File: config.mk
export PLATFORM = sky130hd
export DESIGN_NAME = inst_fetch_ctrl
export DESIGN_NICKNAME = d
export VERILOG_FILES = /design/src/rtl/inst_fetch_ctrl.sv
export SDC_FILE = /design/constraint.sdc
export NUM_CORES = 1
export LEC_CHECK = 0
export BUFFER_PORTS_ARGS = -buffer_cell sky130_fd_sc_hd__buf_2
export CORE_ASPECT_RATIO = 1.1
export CORE_MARGIN = 2
export CORE_UTILIZATION = 55
export CTS_CLUSTER_SIZE = 8
export DETAILED_ROUTE_END_ITERATION = 8
export GPL_ROUTABILITY_DRIVEN = 0
export PLACE_DENSITY = 0.85
export SLEW_MARGIN = 20
export SYNTH_ARGS = -nofsm -noshare
export SYNTH_HDL_FRONTEND = slang
export SYNTH_SLANG_ARGS = --single-unit
File: constraint.sdc
create_clock -name clk -period 3.1 [get_ports clk]
set_input_delay 0.155 -clock clk [delete_from_list [all_inputs] [get_ports clk]]
set_output_delay 0.155 -clock clk [all_outputs]
set_load 0.02 [all_outputs]
File: src/rtl/inst_fetch_ctrl.sv
// -----------------------------------------------------------------------------
// inst_fetch_ctrl
//   Fetch-stage sequencer. Owns the fetch PC, drives the instruction ROM and
//   buffers returned words (with their PCs) in a small prefetch FIFO that the
//   decode stage drains through a valid/ready handshake. A redirect flushes the
//   FIFO and restarts fetch from the (word-aligned) target.
//
//   Ports
//     clk          system clock, all state on the rising edge
//     rst          synchronous active-high reset
//     rom_ce       ROM chip enable (combinational)
//     rom_addr     ROM byte address, always word aligned
//     rom_inst     combinational ROM read data for rom_addr
//     redirect     one-cycle flush/restart pulse
//     redirect_pc  restart target, low two bits ignored
//     inst_valid   FIFO head is valid
//     inst_ready   decode accepts the head this cycle
//     inst         head instruction word (0 when empty)
//     inst_pc      head instruction PC (0 when empty)
//     fifo_count   occupied FIFO entries
// -----------------------------------------------------------------------------
module inst_fetch_ctrl #(
  parameter logic [31:0] RESET_PC = 32'h0000_0000,
  parameter int          DEPTH    = 4,
  parameter int          PTR_W    = 2
) (
  input  logic             clk,
  input  logic             rst,
  output logic             rom_ce,
  output logic [31:0]      rom_addr,
  input  logic [31:0]      rom_inst,
  input  logic             redirect,
  input  logic [31:0]      redirect_pc,
  output logic             inst_valid,
  input  logic             inst_ready,
  output logic [31:0]      inst,
  output logic [31:0]      inst_pc,
  output logic [PTR_W:0]   fifo_count
);

  typedef enum logic {
    BOOT,
    RUN
  } state_t;

  localparam logic [PTR_W:0] FULL_COUNT = (PTR_W + 1)'(DEPTH);

  state_t           state;
  logic [31:0]      pc_reg;
  logic [PTR_W-1:0] wr_ptr;
  logic [PTR_W-1:0] rd_ptr;
  logic [PTR_W:0]   count;
  logic [31:0]      mem_inst [DEPTH];
  logic [31:0]      mem_pc   [DEPTH];

  logic space;
  logic pop;
  logic push;

  // Misaligned targets are silently aligned, so the low bits are dropped.
  logic unused_redirect_bits;
  assign unused_redirect_bits = ^redirect_pc[1:0];

  assign space      = (count < FULL_COUNT);
  assign inst_valid = (count != '0);
  assign pop        = inst_valid && inst_ready;

  // Fetch whenever there is room, or when the head leaves this very cycle;
  // the latter keeps a full FIFO streaming at one instruction per cycle.
  assign rom_ce   = (state == RUN) && (space || pop);
  assign rom_addr = pc_reg;
  assign push     = rom_ce && !redirect;

  // An empty FIFO presents zeros rather than whatever the head slot last held.
  assign inst       = inst_valid ? mem_inst[rd_ptr] : '0;
  assign inst_pc    = inst_valid ? mem_pc[rd_ptr]   : '0;
  assign fifo_count = count;

  // NOTE: sequential state uses non-blocking assignments so every register
  // samples the pre-edge values of its neighbours, regardless of block order.
  always_ff @(posedge clk) begin
    if (rst) begin
      state  <= BOOT;
      pc_reg <= {RESET_PC[31:2], 2'b00};
      wr_ptr <= '0;
      rd_ptr <= '0;
      count  <= '0;
    end else begin
      if (state == BOOT) begin
        state <= RUN;
      end

      if (redirect) begin
        // Flush wins over any same-cycle pop; the head is simply discarded.
        pc_reg <= {redirect_pc[31:2], 2'b00};
        wr_ptr <= '0;
        rd_ptr <= '0;
        count  <= '0;
      end else begin
        if (push) begin
          pc_reg <= pc_reg + 32'd4;
          wr_ptr <= wr_ptr + 1'b1;
        end
        if (pop) begin
          rd_ptr <= rd_ptr + 1'b1;
        end
        unique case ({push, pop})
          2'b10:   count <= count + 1'b1;
          2'b01:   count <= count - 1'b1;
          default: count <= count;
        endcase
      end
    end
  end

  // NOTE: the storage array has no reset; occupancy is tracked by the reset
  // pointers/count and empty reads are masked, so stale contents never leak.
  always_ff @(posedge clk) begin
    if (push) begin
      mem_inst[wr_ptr] <= rom_inst;
      mem_pc[wr_ptr]   <= pc_reg;
    end
  end

endmodule

== Yosys cells after proc, flatten, opt, wreduce, memory -nomap -nowiden ==
Memory sizes are Yosys's and may differ from the RTL's. A register that Yosys moved wholly into a read port is not among the register bits.
Cells that the tools add are included.

* Logic and storage cells: 37
* Output and inout port bits: 101
* Input bits: 68
* Bits in registers: 40
* RAM bits: 256
* Memories kept: 2

{| class="wikitable"
|+ Memory list
! memory !! words !! bits a word !! rd ports !! clocked after memory_dff !! write ports !! RTL line !! RTL
|-
| mem_inst || 4 || 32 || 1 || 1 || 1 || 53 || <nowiki>logic [31:0] mem_inst [DEPTH];</nowiki>
|-
| mem_pc || 4 || 32 || 1 || 1 || 1 || 54 || <nowiki>logic [31:0] mem_pc [DEPTH];</nowiki>
|}

* $lt $le $gt $ge: 1
* Multiplexer cells: 12
* $add $sub $neg: 5
* Reduce and logical (&&, ||, !) cells: 9
* Equality and inequality tests: 2

{| class="wikitable"
|+ Operators with widths
! kind !! number
|-
| 32-bit two-way mux || 4
|-
| 32-bit by 3-bit adder with 32-bit output (second input constant) || 1
|-
| 2-bit two-way mux || 4
|-
| 3-bit one-hot mux with 2 select lines || 1
|-
| 2-bit by 1-bit adder with 2-bit output (second input constant) || 2
|-
| 2-bit nonzero test || 2
|-
| 3-bit by 1-bit adder with 3-bit output (second input constant) || 1
|-
| 1-bit logical AND || 3
|-
| 3-bit less-than comparator (second input constant) || 1
|-
| 1-bit two-way mux || 3
|-
| 3-bit nonzero test || 1
|-
| 3-bit by 1-bit subtractor with 3-bit output (second input constant) || 1
|-
| 2-bit by 1-bit equality test with 1-bit output (second input constant) || 1
|-
| 2-bit equality test (second input constant) || 1
|-
| 2-bit OR reduction || 1
|-
| 1-bit zero test || 1
|-
| 1-bit logical OR || 1
|}

== Logic depth before layout (Yosys ltp) ==
* Depth after elaboration: 7
* Mapped depth: 10
* Depth with buffers taken out: 10

== Worst setup path after synthesis ==
Ideal clock, no wire load.

* Path kind: register to register
* Start point: register count[2], in the netlist fifo_count[2]
* End point: memory mem_inst[0][0] (enable)
* Period minus slack after synthesis: 2.854 ns
* Arrival time: 2.427 ns
* Slack: 0.246 ns
* Stages on the path, launching flop included: 5
* Data required time: 2.673 ns
* Setup time: 0.427 ns
* Path buffers: 0
* Path through: dfxtp_1 nand2b_1 nand2_1 nor2_1 and2_1

* Longest elaborated chain between the ends: 7
* Elaborated cells between the ends (all ways): 8
* Those cells by class: order compare: 1; mux: 2; reduce/logical: 5

{| class="wikitable"
|+ Ends and longest elaborated chain
! what !! RTL line !! RTL
|-
| start: declaration || 52 || <nowiki>logic [PTR_W:0] count;</nowiki>
|-
| start signal: assignment || 108 || <nowiki>2'b10: count <= count + 1'b1;</nowiki>
|-
| start signal: assignment || 109 || <nowiki>2'b01: count <= count - 1'b1;</nowiki>
|-
| start signal: assignment || 110 || <nowiki>default: count <= count;</nowiki>
|-
| branches (longest 2 deep; another with 3-bit less-than comparator) || - ||
|-
| 1-bit logical OR * || 70 || <nowiki>assign rom_ce = (state == RUN) && (space || pop);</nowiki>
|-
| 1-bit logical AND * || 70 ||
|-
| 1-bit logical AND * || 72 || <nowiki>assign push = rom_ce && !redirect;</nowiki>
|-
| 1-bit two-way mux * || 119 || <nowiki>if (push) begin</nowiki>
|-
| 1-bit two-way mux (not written as such) * || 120 || <nowiki>mem_inst[wr_ptr] <= rom_inst;</nowiki>
|-
| end: declaration || 53 ||
|}

Mark *: on every way between the ends.

== Final worst setup path ==
* Start point: register pc_reg[3], in the netlist rom_addr[3]
* End point: register pc_reg[26], in the netlist rom_addr[26]

* Longest elaborated chain between the ends: 3

{| class="wikitable"
|+ Ends and longest elaborated chain
! what !! RTL line !! RTL
|-
| start: declaration || 49 || <nowiki>logic [31:0] pc_reg;</nowiki>
|-
| start signal: assignment || 84 || <nowiki>pc_reg <= {RESET_PC[31:2], 2'b00};</nowiki>
|-
| start signal: assignment || 95 || <nowiki>pc_reg <= {redirect_pc[31:2], 2'b00};</nowiki>
|-
| start signal: assignment || 101 || <nowiki>pc_reg <= pc_reg + 32'd4;</nowiki>
|-
| 32-bit by 3-bit adder with 32-bit output || 101 ||
|-
| 32-bit two-way mux || 100 || <nowiki>if (push) begin</nowiki>
|-
| 32-bit two-way mux || 93 || <nowiki>if (redirect) begin</nowiki>
|}

No other way between the ends. The select of a mux whose other input is x is not followed.
A chain may end at the register's enable or synchronous reset.

==> results.sh <==
export IMPL_start_util=0.562
export IMPL_fp_coreArea_um2=20600
export IMPL_required_ns=3.51
export IMPL_min_period_ns=2.72
export IMPL_finalMaxSlewViolations=0
export IMPL_ir_drop_uv=431
export IMPL_top_usage_layer="met2"
export IMPL_track_usage=0.230
export IMPL_cts_tree="built"
export IMPL_cp_start_kind="register"
export IMPL_synth_top_area_frac=0.645
export IMPL_synthArstFlopShare=0
export IMPL_first_iter_violations=558
export IMPL_clk_latency_ns=0.51
export IMPL_post_route_drc_count=0
export IMPL_fmax_mhz=368
export IMPL_synth_edff_count=248
export IMPL_end_kind="register"
export IMPL_ys_types=41
export IMPL_grt_antenna_before_repair=0
export IMPL_critPathMaxFanout=19
export IMPL_static_leakage_power_nw=5.16
export IMPL_clockPowerShare=0.450
export IMPL_relSlewSlack=0.576
export IMPL_p_int_w=0.00708
export IMPL_hpwl_um=14700
export IMPL_wirelength_um=25300
export IMPL_cpPeakStageDelay_ns=0.82
export IMPL_skew_ns=0.0167
export IMPL_syn_avg_cell_area_um2=17.5
export IMPL_cts_buffers=41
export IMPL_fillerInstances=1257
export IMPL_path_clk_slew_ns=0.05
export IMPL_port_buffers=162
export IMPL_hold_end="rom_addr[29]"
export IMPL_ys_flop_type="edfxtp_1"
export IMPL_hp_start="redirect_pc[29]"
export IMPL_holdPathStages=3
export IMPL_drive_gt1_frac=0.319
export IMPL_fin_crit_sh=0.876
export IMPL_ys_warn_count=0
export IMPL_p_comb_frac=0.058
export IMPL_htreeDepth=2
export IMPL_pin_count=169
export IMPL_fin_setup_tns_ns=0
export IMPL_reg2reg_from="rom_addr[3]"
export IMPL_met1_usage=0.311
export IMPL_die_w_um=142
export IMPL_synth_seq_cells=288
export IMPL_post_cts_buffers=0
export IMPL_cts_resized=0
export IMPL_ys_seq_area_frac=0.714
export IMPL_grt_use_met3=0.0445
export IMPL_via_count=6990
export IMPL_nets=981
export IMPL_rsz0062_at_grt="false"
export IMPL_slowest_stage="or4_1"
export IMPL_cp_common_cell="or4_1"
export IMPL_cp_cell_sequence="ha_1 -> nand3_1 -> or4_1 -> or4_1 -> a311oi_1"
export IMPL_grt_pass1_wl_um=39000
export IMPL_clock_sinks=288
export IMPL_place_area_um2=12700
export IMPL_worstMarginPinSlew_ns=0.636
export IMPL_grt_max_degree=65
export IMPL_root_buffer="clkbuf_16"
export IMPL_p_switching_w=0.00187
export IMPL_yosysTopAreaCell="edfxtp_1"
export IMPL_cts_buffer_depth=3
export IMPL_hold_viol_final=0
export IMPL_power_frac_seq=0.492
export IMPL_seq_area_um2=8260
export IMPL_max_cap_violations=0
export IMPL_rows=55
export IMPL_first_global_vias=7210
export IMPL_startpoint="rom_addr[3]"
export IMPL_die_area_um2=22200
export IMPL_yosys_top_cells_area="edfxtp_1, mux4_2, dfxtp_1, and2_1, a311oi_1"
export IMPL_ant_nets=0
export IMPL_dr_pass1_iters=6
export IMPL_die_y_um=156
export IMPL_switching_share=0.209
export IMPL_multi_input_area_um2=3100
export IMPL_r2r_slack_ns=0.38
export IMPL_overflow=0
export IMPL_synth_cells=661
export IMPL_cts_hold_buffers=60
export IMPL_antenna_cells=0
export IMPL_vias_per_cell=5.89
export IMPL_grt_met2_usage=0.386
export IMPL_status="finished, final reports clean"
export IMPL_power_density_nw_per_um2=617
export IMPL_syn_to_final_growth_pct=25.7
export IMPL_wl_per_cell_um=21.3
export IMPL_r2r_end="rom_addr[26]"
export IMPL_hp_class="primary input to register"
export IMPL_netlist_area_um2=11600
export IMPL_reg2regPathDepth=5
export IMPL_setup_viol=0
export IMPL_final_area_um2=14500
export IMPL_cp_data_arrival_time_ns=3.13
export IMPL_criticalPathCategory="register to register"
==> sequential cells by signal (all words and copies together), names as in the netlist, named ones only <==
name        cells
rd_ptr          2
mem_pc        120
mem_inst      128
state           1
wr_ptr          2
rom_addr       30
fifo_count      3
==> worst max-delay path by stage <==
stage                           endpoint  cells after the start  slack (ns)
after floorplan           mem_inst[0][0]                      4        0.25
after global placement      rom_addr[16]                      5        0.58
after detailed placement    rom_addr[26]                      5        0.45
after CTS                    inst_pc[28]                      4        0.40
after global routing        rom_addr[26]                      5        0.27
final                       rom_addr[26]                      5        0.38
==> cells in the final DEF (no fill, tap or decap), types with 3 or more instances in the layout <==
cell           instances
nor4_1                 6
a311oi_1              16
nand3_1               15
and4_1                 4
o21ai_0                5
xnor2_1                6
xor2_1                 7
o31ai_1               12
o31a_1                 3
clkbuf_16             43
buf_4                 11
a21oi_1                4
mux4_2                62
dfxtp_1               38
ha_1                   6
nor2_1                32
nand2_1                9
clkbuf_1              24
conb_1                 4
nand4_1               11
and2_1                63
or4_1                 13
dlygate4sd3_1         60
and2_4                 4
buf_12                 6
nand2b_1               4
buf_2                162
a211oi_1               9
or3_1                  9
inv_1                 11
edfxtp_1             248
==> through the flow <==
step                      cells  hold WS (ns)   util  total power [W]  setup slack [ns]
final                      1187        0.0415  0.706          0.00895             0.384
after global routing       1187        0.0311  0.706          0.00923             0.270
after CTS                  1187        0.0206  0.706          0.00902             0.404
after detailed placement   1059         0.371  0.619          0.00494             0.452
after global placement     1059         0.370  0.619          0.00491             0.579
after floorplan             664         0.254      -          0.00472             0.246
==> routing by layer <==
layer | part of all wire | vias to the layer above
met3 | 0.080 | 35
met2 | 0.50 | 346
met1 | 0.41 | 3479
met5 | 0 | -
met4 | 0.017 | 0
li1 | - | 3130
==> cells by family (layout without fill, tap and decap cells) <==
kind of cell	count (synthesis)	after routing	share of synthesized area
xor+xnor	13	13	0.00985
simple gates	180	180	0.0893
mux	62	62	0.121
compound gates	56	56	0.0379
buf+inv	54	321	0.0196
other cells	1	4	0.000325
flops	288	288	0.714
fa+ha+maj	7	7	0.00823
==> Yosys cell counts, drive strengths merged (10+ instances only) <==
| library cell | number |
|---|---|
| o31ai | 12 |
| dfxtp | 40 |
| a311oi | 16 |
| or3 | 10 |
| edfxtp | 248 |
| nand3 | 15 |
| buf | 12 |
| clkbuf | 28 |
| nor2 | 32 |
| or4 | 13 |
| inv | 12 |
| nand4 | 11 |
| and2 | 67 |
| mux4 | 62 |
==> power by group through the flow <==
| stage | Clock, W | Combinational [W] | Sequential, W |
|---|---|---|---|
| 2_1_floorplan | 0 | 0.000238 | 0.00448 |
| 6_report | 0.00403 | 0.000519 | 0.00441 |
| 3_3_place_gp | 0 | 0.000448 | 0.00447 |
| 3_5_place_dp | 0 | 0.000458 | 0.00448 |
| 5_1_grt | 0.00426 | 0.000557 | 0.00441 |
| 4_1_cts | 0.00409 | 0.000517 | 0.00441 |
==> cell type report <==
cell class                 count  share of cell area
multi-input combinational    322               0.214
inverter                      14             0.00362
sequential                   288               0.569
clock inverter                 1            0.000603
tap                          256              0.0221
timing repair buffer         239               0.111
clock buffer                  67              0.0803
==> worst max-delay path, delay by kind of cell (launching register included) <==
family	cells	cell delay [ns]
and+or+nand+nor	3	1.56
adders and majority gates	1	0.25
DFF	1	0.52
AOI/OAI and AO/OA	1	0.29
Note: power is estimated with default switching activity, not from simulation.
